`config.mk`:
```
export PLATFORM = sky130hd
export DESIGN_NAME = mmio_int_ctrl_flat
export DESIGN_NICKNAME = d
export VERILOG_FILES = /design/src/rtl/mmio_int_ctrl_if.sv /design/src/rtl/mmio_int_ctrl.sv /design/src/flat_wrapper.sv
export SDC_FILE = /design/constraint.sdc
export NUM_CORES = 1
export LEC_CHECK = 0
export ABC_AREA = 1
export CAP_MARGIN = 20
export CORE_MARGIN = 2
export CORE_UTILIZATION = 50
export CTS_CLUSTER_SIZE = 20
export DETAILED_ROUTE_END_ITERATION = 6
export GPL_ROUTABILITY_DRIVEN = 0
export MAX_ROUTING_LAYER = met4
export PLACE_DENSITY = 0.76
export SETUP_SLACK_MARGIN = 0.3
export SYNTH_ARGS = -nofsm -noshare
export SYNTH_HDL_FRONTEND = slang
export SYNTH_SLANG_ARGS = --single-unit
export TNS_END_PERCENT = 30
```
`constraint.sdc`:
```
create_clock -name wb_clk_i -period 1.8 [get_ports wb_clk_i]
set_clock_uncertainty 0.05 [all_clocks]
set_input_delay 0.27 -clock wb_clk_i [delete_from_list [all_inputs] [get_ports wb_clk_i]]
set_output_delay 0.27 -clock wb_clk_i [all_outputs]
set_load 0.01 [all_outputs]
```
`src/rtl/mmio_int_ctrl_if.sv`:
```
// Register-port and interrupt handshake bundle for mmio_int_ctrl.
// master = CPU side, slave = controller side.
interface mmio_int_ctrl_if #(
  parameter int ADDR_W = 8,
  parameter int DATA_W = 8
);
  logic [ADDR_W-1:0] addr;
  logic [DATA_W-1:0] w_data;
  logic              w_en;
  logic [DATA_W-1:0] r_data;
  logic              hit;
  logic              int_req;
  logic [DATA_W-1:0] int_vec;
  logic              int_ack;

  modport master (
    output addr, w_data, w_en, int_ack,
    input  r_data, hit, int_req, int_vec
  );

  modport slave (
    input  addr, w_data, w_en, int_ack,
    output r_data, hit, int_req, int_vec
  );
endinterface

```
`src/rtl/mmio_int_ctrl.sv`:
```
// Memory-mapped prioritised interrupt controller.
// Ports: wb_clk_i, wb_rst_i, bus (addr/w_data/w_en/r_data/hit/int_*), src_i.
module mmio_int_ctrl #(
  parameter int                 N_SRC     = 4,
  parameter int                 DATA_W    = 8,
  parameter int                 ADDR_W    = 8,
  parameter logic [ADDR_W-1:0]  BASE_ADDR = 8'd232,
  parameter logic [N_SRC-1:0]   EDGE_MASK = 4'hF
) (
  input  logic             wb_clk_i,
  input  logic             wb_rst_i,
  mmio_int_ctrl_if.slave   bus,
  input  logic [N_SRC-1:0] src_i
);
  localparam int IDW = (N_SRC > 1) ? $clog2(N_SRC) : 1;

  typedef enum logic [1:0] {IDLE, REQ, SERVICE} state_t;

  state_t            state, state_n;
  logic [IDW-1:0]    id, id_n, winner;
  logic [N_SRC-1:0]  enable, pend_q, pending;
  logic [N_SRC-1:0]  s1, s2, hist, rise;
  logic [N_SRC-1:0]  eligible, w1c, ack_clr;
  logic              gie, eoi, we;
  logic [ADDR_W-1:0] off;
  logic [DATA_W-1:0] vec [N_SRC];
  logic [DATA_W-1:0] int_vec_q, status;

  assign off = bus.addr - BASE_ADDR;
  assign bus.hit = (bus.addr >= BASE_ADDR) &&
                   (off < ADDR_W'(4 + N_SRC));
  assign we  = bus.w_en & bus.hit;
  assign eoi = we && (off == ADDR_W'(2));
  assign w1c = (we && off == ADDR_W'(1)) ?
               bus.w_data[N_SRC-1:0] : '0;

  // Level sources expose the synchronised input directly.
  assign rise     = s2 & ~hist & EDGE_MASK;
  assign pending  = (pend_q & EDGE_MASK) | (s2 & ~EDGE_MASK);
  assign eligible = pending & enable & {N_SRC{gie}};

  assign bus.int_req = (state == REQ);
  assign bus.int_vec = int_vec_q;

  always_comb begin
    winner = '0;
    for (int i = N_SRC - 1; i >= 0; i--)
      if (eligible[i]) winner = IDW'(i);
  end

  always_comb begin
    state_n = state;
    id_n    = id;
    ack_clr = '0;
    unique case (state)
      IDLE:
        if (|eligible) begin
          state_n = REQ;
          id_n    = winner;
        end
      REQ:
        if (bus.int_ack) begin
          state_n     = SERVICE;
          ack_clr[id] = 1'b1;
        end else if (!eligible[id]) begin
          state_n = IDLE;
        end
      SERVICE:
        if (eoi) state_n = IDLE;
      default:
        state_n = IDLE;
    endcase
  end

  always_ff @(posedge wb_clk_i or posedge wb_rst_i) begin
    if (wb_rst_i) begin
      state     <= IDLE;
      id        <= '0;
      int_vec_q <= '0;
    end else begin
      state <= state_n;
      id    <= id_n;
      if (state == IDLE && |eligible)
        int_vec_q <= vec[winner];
    end
  end

  // A fresh edge beats a W1C or ack clear in the same cycle.
  always_ff @(posedge wb_clk_i or posedge wb_rst_i) begin
    if (wb_rst_i) begin
      s1     <= '0;
      s2     <= '0;
      hist   <= '0;
      pend_q <= '0;
    end else begin
      s1     <= src_i;
      s2     <= s1;
      hist   <= s2;
      pend_q <= ((pend_q & ~w1c & ~ack_clr) | rise)
                & EDGE_MASK;
    end
  end

  always_ff @(posedge wb_clk_i or posedge wb_rst_i) begin
    if (wb_rst_i) begin
      enable <= '0;
      gie    <= 1'b0;
      for (int i = 0; i < N_SRC; i++) vec[i] <= '0;
    end else if (we) begin
      if (off == ADDR_W'(0))
        enable <= bus.w_data[N_SRC-1:0];
      if (off == ADDR_W'(3))
        gie <= bus.w_data[0];
      for (int i = 0; i < N_SRC; i++)
        if (off == ADDR_W'(4 + i)) vec[i] <= bus.w_data;
    end
  end

  always_comb begin
    status           = '0;
    status[DATA_W-1] = gie;
    status[DATA_W-2] = (state == SERVICE);
    status[IDW-1:0]  = id;
  end

  always_comb begin
    bus.r_data = '0;
    if (bus.hit) begin
      if (off == ADDR_W'(0))
        bus.r_data[N_SRC-1:0] = enable;
      if (off == ADDR_W'(1))
        bus.r_data[N_SRC-1:0] = pending;
      if (off == ADDR_W'(2))
        bus.r_data = status;
      if (off == ADDR_W'(3))
        bus.r_data[0] = gie;
      for (int i = 0; i < N_SRC; i++)
        if (off == ADDR_W'(4 + i)) bus.r_data = vec[i];
    end
  end
endmodule

```
`src/flat_wrapper.sv`:
```
// flat-port wrapper written by rule: the top's interface ports become plain ports
module mmio_int_ctrl_flat 
#(
  parameter int                 N_SRC     = 4,
  parameter int                 DATA_W    = 8,
  parameter int                 ADDR_W    = 8,
  parameter logic [ADDR_W-1:0]  BASE_ADDR = 8'd232,
  parameter logic [N_SRC-1:0]   EDGE_MASK = 4'hF
)
  (wb_clk_i, wb_rst_i, src_i, bus_addr, bus_w_data, bus_w_en, bus_int_ack, bus_r_data, bus_hit, bus_int_req, bus_int_vec);
  mmio_int_ctrl_if #(.ADDR_W(ADDR_W), .DATA_W(DATA_W)) bus_i ();
  input  logic wb_clk_i;
  input  logic wb_rst_i;
  input  logic [N_SRC-1:0] src_i;
  input wire logic [$bits(bus_i.addr)-1:0] bus_addr;
  input wire logic [$bits(bus_i.w_data)-1:0] bus_w_data;
  input wire logic [$bits(bus_i.w_en)-1:0] bus_w_en;
  input wire logic [$bits(bus_i.int_ack)-1:0] bus_int_ack;
  output wire logic [$bits(bus_i.r_data)-1:0] bus_r_data;
  output wire logic [$bits(bus_i.hit)-1:0] bus_hit;
  output wire logic [$bits(bus_i.int_req)-1:0] bus_int_req;
  output wire logic [$bits(bus_i.int_vec)-1:0] bus_int_vec;
  assign bus_i.addr = bus_addr;
  assign bus_i.w_data = bus_w_data;
  assign bus_i.w_en = bus_w_en;
  assign bus_i.int_ack = bus_int_ack;
  assign bus_r_data = bus_i.r_data;
  assign bus_hit = bus_i.hit;
  assign bus_int_req = bus_i.int_req;
  assign bus_int_vec = bus_i.int_vec;
  mmio_int_ctrl #(.N_SRC(N_SRC), .DATA_W(DATA_W), .ADDR_W(ADDR_W), .BASE_ADDR(BASE_ADDR), .EDGE_MASK(EDGE_MASK)) u_core (.wb_clk_i(wb_clk_i), .wb_rst_i(wb_rst_i), .bus(bus_i), .src_i(src_i));
endmodule
```
## After elaboration in Yosys (flattened, before gate mapping)

Index checks and enable logic that the tools add are counted.

- Bits in writable memories: 0
- Word-level logic and storage cells: 86
- Output and inout bits: 18
- Memories: 0
- Bits in read-only memories: 0
- Bits of input ports: 24
- Bits in latches: 0
- Register bits: 65

- Multipliers: 0
- Shift-type cells: 0
- Order comparisons: 5
- $add $sub $neg: 1
- Multiplexer cells: 28
- Div/mod/pow operators: 0
- Reduce and logical (&&, ||, !) cells: 16
- Equality and inequality tests: 12
- Bitwise logic cells: 11

Operators by type and width:

| kind | count |
|---|---|
| two-way mux 8 bit | 8 |
| == test 8 x 3 -> 1 bit, second input constant | 4 |
| bitwise AND 4 bit | 5 |
| two-way mux 4 bit | 5 |
| binary-select mux 8 bit (select 2 bit) | 1 |
| == test 8 x 2 -> 1 bit, second input constant | 2 |
| two-way mux 2 bit | 8 |
| AND reduction 2 bit | 7 |
| NOT 4 bit | 3 |
| == test 8 x 1 -> 1 bit, second input constant | 1 |
| greater-or-equal comparator 8 bit, second input constant | 1 |
| logical NOT 8 bit | 1 |
| less-than comparator 8 x 4 -> 1 bit, second input constant | 1 |
| subtractor 8 bit, second input constant | 1 |
| case mux 2 bit (3 select lines) | 1 |
| logical AND 1 bit | 5 |
| != test 2 x 1 -> 1 bit, second input constant | 2 |
| OR 4 bit | 1 |
| OR reduction 4 bit | 1 |
| greater-or-equal comparator 3 bit, second input constant | 1 |
| less-than comparator 2 x 3 -> 1 bit, second input constant | 1 |
| two-way mux 1 bit | 3 |
| != test 3 bit, second input constant | 1 |
| NOT 2 -> 3 bit | 1 |
| other kinds (8) | 8 |

## Longest topological paths before layout

- Word-level depth: 11
- Depth in mapped cells: 16
- Depth with buffers taken out: 16

## Worst setup path after synthesis

OpenSTA, ideal clock, no wires.

- Path type: input-to-output
- Start: input bus_addr[3]
- End: output bus_r_data[4]
- Required time: 1480 ps
- Data arrival time: 1742 ps
- Buffers on the path: 0
- Path slack: -262 ps
- Cell stages on the path: 15
- Cell sequence: inv_1 > ha_1 > inv_1 > nand3_1 > nand2_1 > nand2_1 > nor2_2 > nand2_4 > nor2_4 > nand2_2 > inv_1 > a21oi_1 > o21ai_0 > nand2_1 > a21oi_1

- Word-level cells in the longest chain between the ends: 7
- Elaborated cells between the ends (all ways): 13
- Classes of those cells: 1 x add/sub; 2 x order compare; 4 x eq/ne; 5 x mux; 1 x reduce/logical

Ends and longest elaborated chain:

| item | RTL line | source |
|---|---|---|
| start, declared | flat_wrapper.sv:15 | `input wire logic [$bits(bus_i.addr)-1:0] bus_addr;` |
| subtractor 8 bit | mmio_int_ctrl.sv:29 | `assign off = bus.addr - BASE_ADDR;` |
| == test 8 x 3 -> 1 bit | mmio_int_ctrl.sv:138 | `if (off == ADDR_W'(4 + i)) bus.r_data = vec[i];` |
| two-way mux 8 bit (4 in a row) | mmio_int_ctrl.sv:138 |  |
| two-way mux 8 bit * | mmio_int_ctrl.sv:128 | `if (bus.hit) begin` |
| end, declared | flat_wrapper.sv:19 | `output wire logic [$bits(bus_i.r_data)-1:0] bus_r_data;` |

Every way passes the cells marked *; elsewhere a longest branch is shown, timed or not.

## Worst setup path after layout

- Start: input bus_addr[4]
- End: output bus_r_data[2]

- Word-level cells in the longest chain between the ends: 10
- Elaborated cells between the ends (all ways): 19
- Classes of those cells: 1 x add/sub; 2 x order compare; 6 x eq/ne; 8 x mux; 2 x reduce/logical

Ends and longest elaborated chain:

| item | RTL line | source |
|---|---|---|
| subtractor 8 bit | mmio_int_ctrl.sv:29 |  |
| logical NOT 8 bit | mmio_int_ctrl.sv:129 | `if (off == ADDR_W'(0))` |
| two-way mux 4 bit | mmio_int_ctrl.sv:129 |  |
| two-way mux 4 bit | mmio_int_ctrl.sv:131 | `if (off == ADDR_W'(1))` |
| two-way mux 8 bit | mmio_int_ctrl.sv:133 | `if (off == ADDR_W'(2))` |
| two-way mux 8 bit (4 in a row) | mmio_int_ctrl.sv:138 |  |
| two-way mux 8 bit * | mmio_int_ctrl.sv:128 |  |

Marked as above.

==> results.yml <==
clock_network:
  cts.sinks: 65
  insertion_delay_ns: 0.35
  cts_tree: "built"
  cts.path.max_buffers: 2
  h-tree-depth: 3
  root_buffer: "clkbuf_8"
  cts_buffers: 9
  clk_pin_slew_ns: 0.08
timing:
  worstMarginPinSlew_ns: 0.338
  final_max_slew_viol_count: 0
  max_freq_mhz: 409
  hold_viol: 0
  setup_viol: 51
  slew_headroom_pct: 77.4
  min_period_ns: 2.44
  tns_ns: -7.95
  rsz0062_at_grt: "true"
  worst_slack_ns: -0.642
  fin_crit_sh_pct: 136
grt:
  grt_pass1_wl_um: 16900
  grt-ovfl-total: 0
  grt_max_degree: 66
  antenna_found_initial: 0
  grt_pass1_vias: 3505
  grt_util_all_layers_pct: 30.8
floorplan:
  die_y_um: 86.1
  rows: 29
  die-width_um: 86.1
  io_pins: 42
  dieArea_um2: 7410
  start_util_pct: 52.4
  core_um2: 6420
pwr:
  intPower_w: 0.00243
  p_comb_share_pct: 9.2
  power_frac_seq_pct: 46.1
  ir_worst_vdd_v: 0.000538
  p_sw_share_pct: 24.7
  p_sw_w: 0.000797
  leakage_nw: 2.44
  p_clk_share_pct: 44.7
  p_per_area_nw_per_um2: 651
placed_design:
  post-dp-hpwl_um: 6350
  io_buffers: 41
  place_ws_ns: -1.45
  dp_cells: 575
synth:
  yosys.area.top_type: "dfrtp_1"
  synthMuxAreaShare_pct: 0
  ys_seq_area_share_pct: 48.3
  synth_area_leaders: "dfrtp_1 48%, nand2_1 10%, o21ai_0 7.7%"
  ys_ff_latch: 65
  synth_xor_area_share_pct: 0
  netlist_area_um2: 3370
  synth.most_common_cell: "nand2_1"
  synthArstFlopShare_pct: 100
  synth_adder_area_share_pct: 0.743
  synth-edff-count: 0
  synth_ff_type: "dfrtp_1"
  syn-num-nets: 456
  yosys-top-cells-count: "90 x nand2_1, 65 x dfrtp_1, 65 x inv_1"
  synth_compound_area_share_pct: 18.6
  synth_top_family_by_area: "simple AND/OR/NAND/NOR gates"
  synth.distinct_cells: 26
  synthesis.instances: 430
  synth_top_cell_area_share_pct: 48.3
  yosys_warnings: 0
  yosys.area_share.simple_pct: 22.4
  synth_area_per_cell_um2: 7.83
drt:
  wl_per_cell_um: 18.9
  wl_um: 11600
  remaining_drc_errors: 13
  drt_iter0_markers: 528
  ant_nets: 0
  dr.pass1.iters: 7
  via_per_inst: 5.97
  num_vias: 3678
critical_path:
  path_buf_inv: 6
  start_kind: "input pin"
  cpPeakStageDelay_ns: 0.16
  r2r-start: "u_core.gie"
  path_cells: "buf_12 -> inv_12 -> ha_4 -> inv_4 -> nand3_2 -> nand2_2 -> nand2_2 -> nor2_4 -> nand2_4 -> buf_4 -> nor2_2 -> nand2_1 -> o21ai_1 -> a21oi_1 -> nand3b_1 -> nand2_1 -> inv_1 -> buf_2"
  crit_cells: 18
  crit_start: "bus_addr[4]"
  path_delay_family: "simple AND/OR/NAND/NOR gates"
  r2r_setup_slack_ns: -0.04
  timing.rr.end: "u_core.bus.int_vec[1]"
  path_class: "in2out"
  endpoint_kind: "primary output"
  worst_r2r_path_depth: 8
  crit_fanout: 5
  worstPathRequired_ns: 1.48
  endpoint: "bus_r_data[2]"
  arrival_ns: 2.12
  slowest_stage: "ha_4"
cells_and_area:
  nets: 560
  fillCellCount: 379
  n_antenna_cell: 0
  area.growth.synth_to_final_pct: 47.2
  drive_gt1_share_pct: 33.8
  instances_no_fill: 616
  final_core_util_pct: 77.2
status:
  status: "complete, but fails checks"
  violations: "DRC, setup timing"
flow_run:
  drv_cap: 0
worst_hold_path:
  hp-class: "in2async"
metrics by stage:
step                      cell area, um2  hold WS (ns)  power (W)
after CTS                           4700         0.305    0.00319
after floorplan                     3430         0.251    0.00161
after global placement              4180         0.284    0.00173
after detailed placement            4180         0.288    0.00174
final                               4960         0.299    0.00322
after global routing                4960         0.295    0.00331
kinds of logic after synthesis:
logic type                 after synthesis
AOI/OAI and AO/OA                      119
adders and majority gates                2
buffers and inverters                   79
DFF                                     65
and+or+nand+nor                        165
layer usage:
| metal | share of wire [%] | track usage, % | wire, um | vias up |
|---|---|---|---|---|
| li1 | - | - | - | 1606 |
| met1 | 38 | 38.3 | 4440 | 1728 |
| met2 | 47 | 47.6 | 5470 | 267 |
| met3 | 9.8 | 6.64 | 1140 | 77 |
| met4 | 4.9 | 15.3 | 568 | 0 |
| met5 | 0 | - | 0 | - |
worst min path at each step:
stage	from	to	slack, ns	depth (start not counted)
after floorplan	src_i[0]	u_core.s1[0]	0.25	0
after global placement	u_core.s1[0]	u_core.s2[0]	0.28	0
after detailed placement	u_core.s1[1]	u_core.s2[1]	0.29	0
after CTS	src_i[1]	u_core.s1[1]	0.30	1
after global routing	src_i[2]	u_core.s1[2]	0.29	1
final	wb_rst_i	u_core.enable[3]	0.30	3
cells in the final DEF (no fill, tap or decap), types with 2 or more instances in the layout:
master / n
dfrtp_1: 64
nand3_1: 5
inv_2: 7
o21ai_0: 23
o21ai_1: 46
o311ai_2: 4
inv_1: 56
inv_6: 2
nand2_1: 71
a21oi_2: 9
nand4_1: 4
nor2_4: 8
clkbuf_8: 10
clkdlybuf4s50_1: 18
nor2_1: 30
o21ai_2: 11
clkinvlp_4: 4
nand3b_1: 3
nand3_2: 5
dlygate4sd2_1: 9
nand2_4: 7
buf_6: 12
bufinv_16: 2
nand2_2: 18
buf_2: 11
nor3_4: 2
a31oi_1: 8
a21oi_1: 17
buf_4: 42
nand2_8: 6
buf_12: 5
nor2_2: 5
layout make-up:
cell class / instances / area (um2) / share of cell area, %
timing repair buffer: 100 / 916 / 18.5
multi-input combinational: 288 / 1780 / 35.8
clock inverter: 6 / 91.3 / 1.84
clock buffer: 10 / 138 / 2.78
sequential: 65 / 1630 / 32.8
tap: 77 / 96.3 / 1.94
inverter: 70 / 312 / 6.29
power by group through the flow:
| stage | Sequential [W] | Combinational (W) | Clock, W |
|---|---|---|---|
| finish | 0.00149 | 0.000298 | 0.00144 |
| global route | 0.00149 | 0.000319 | 0.00151 |
| global placement | 0.00151 | 0.000217 | 0 |
| CTS | 0.00149 | 0.000269 | 0.00143 |
| detailed placement | 0.00151 | 0.000222 | 0 |
| floorplan | 0.00151 | 0.0000919 | 0 |
tightest hold or removal path: cells and delay by family:
family / cells / cell delay (ns)
buffers and inverters: 3 / 0.83
flip-flops by register name, summed over array words and instances (netlist names):
name / count
u_core.gie: 1
u_core.state: 2
u_core.pend_q: 4
u_core.vec: 32
u_core.s2: 4
u_core.s1: 4
u_core.enable: 4
u_core.id: 2
u_core.bus.int_vec: 8
u_core.hist: 4
repair_timing:
item	4_1_cts	5_1_grt
pin swaps	33	10
gates resized for setup	137	66
setup endpoints to repair	68	63
setup buffers	17	5
hold buffers	0	0
gates cloned	2	1
Note: power is estimated with default switching activity, not from simulation.
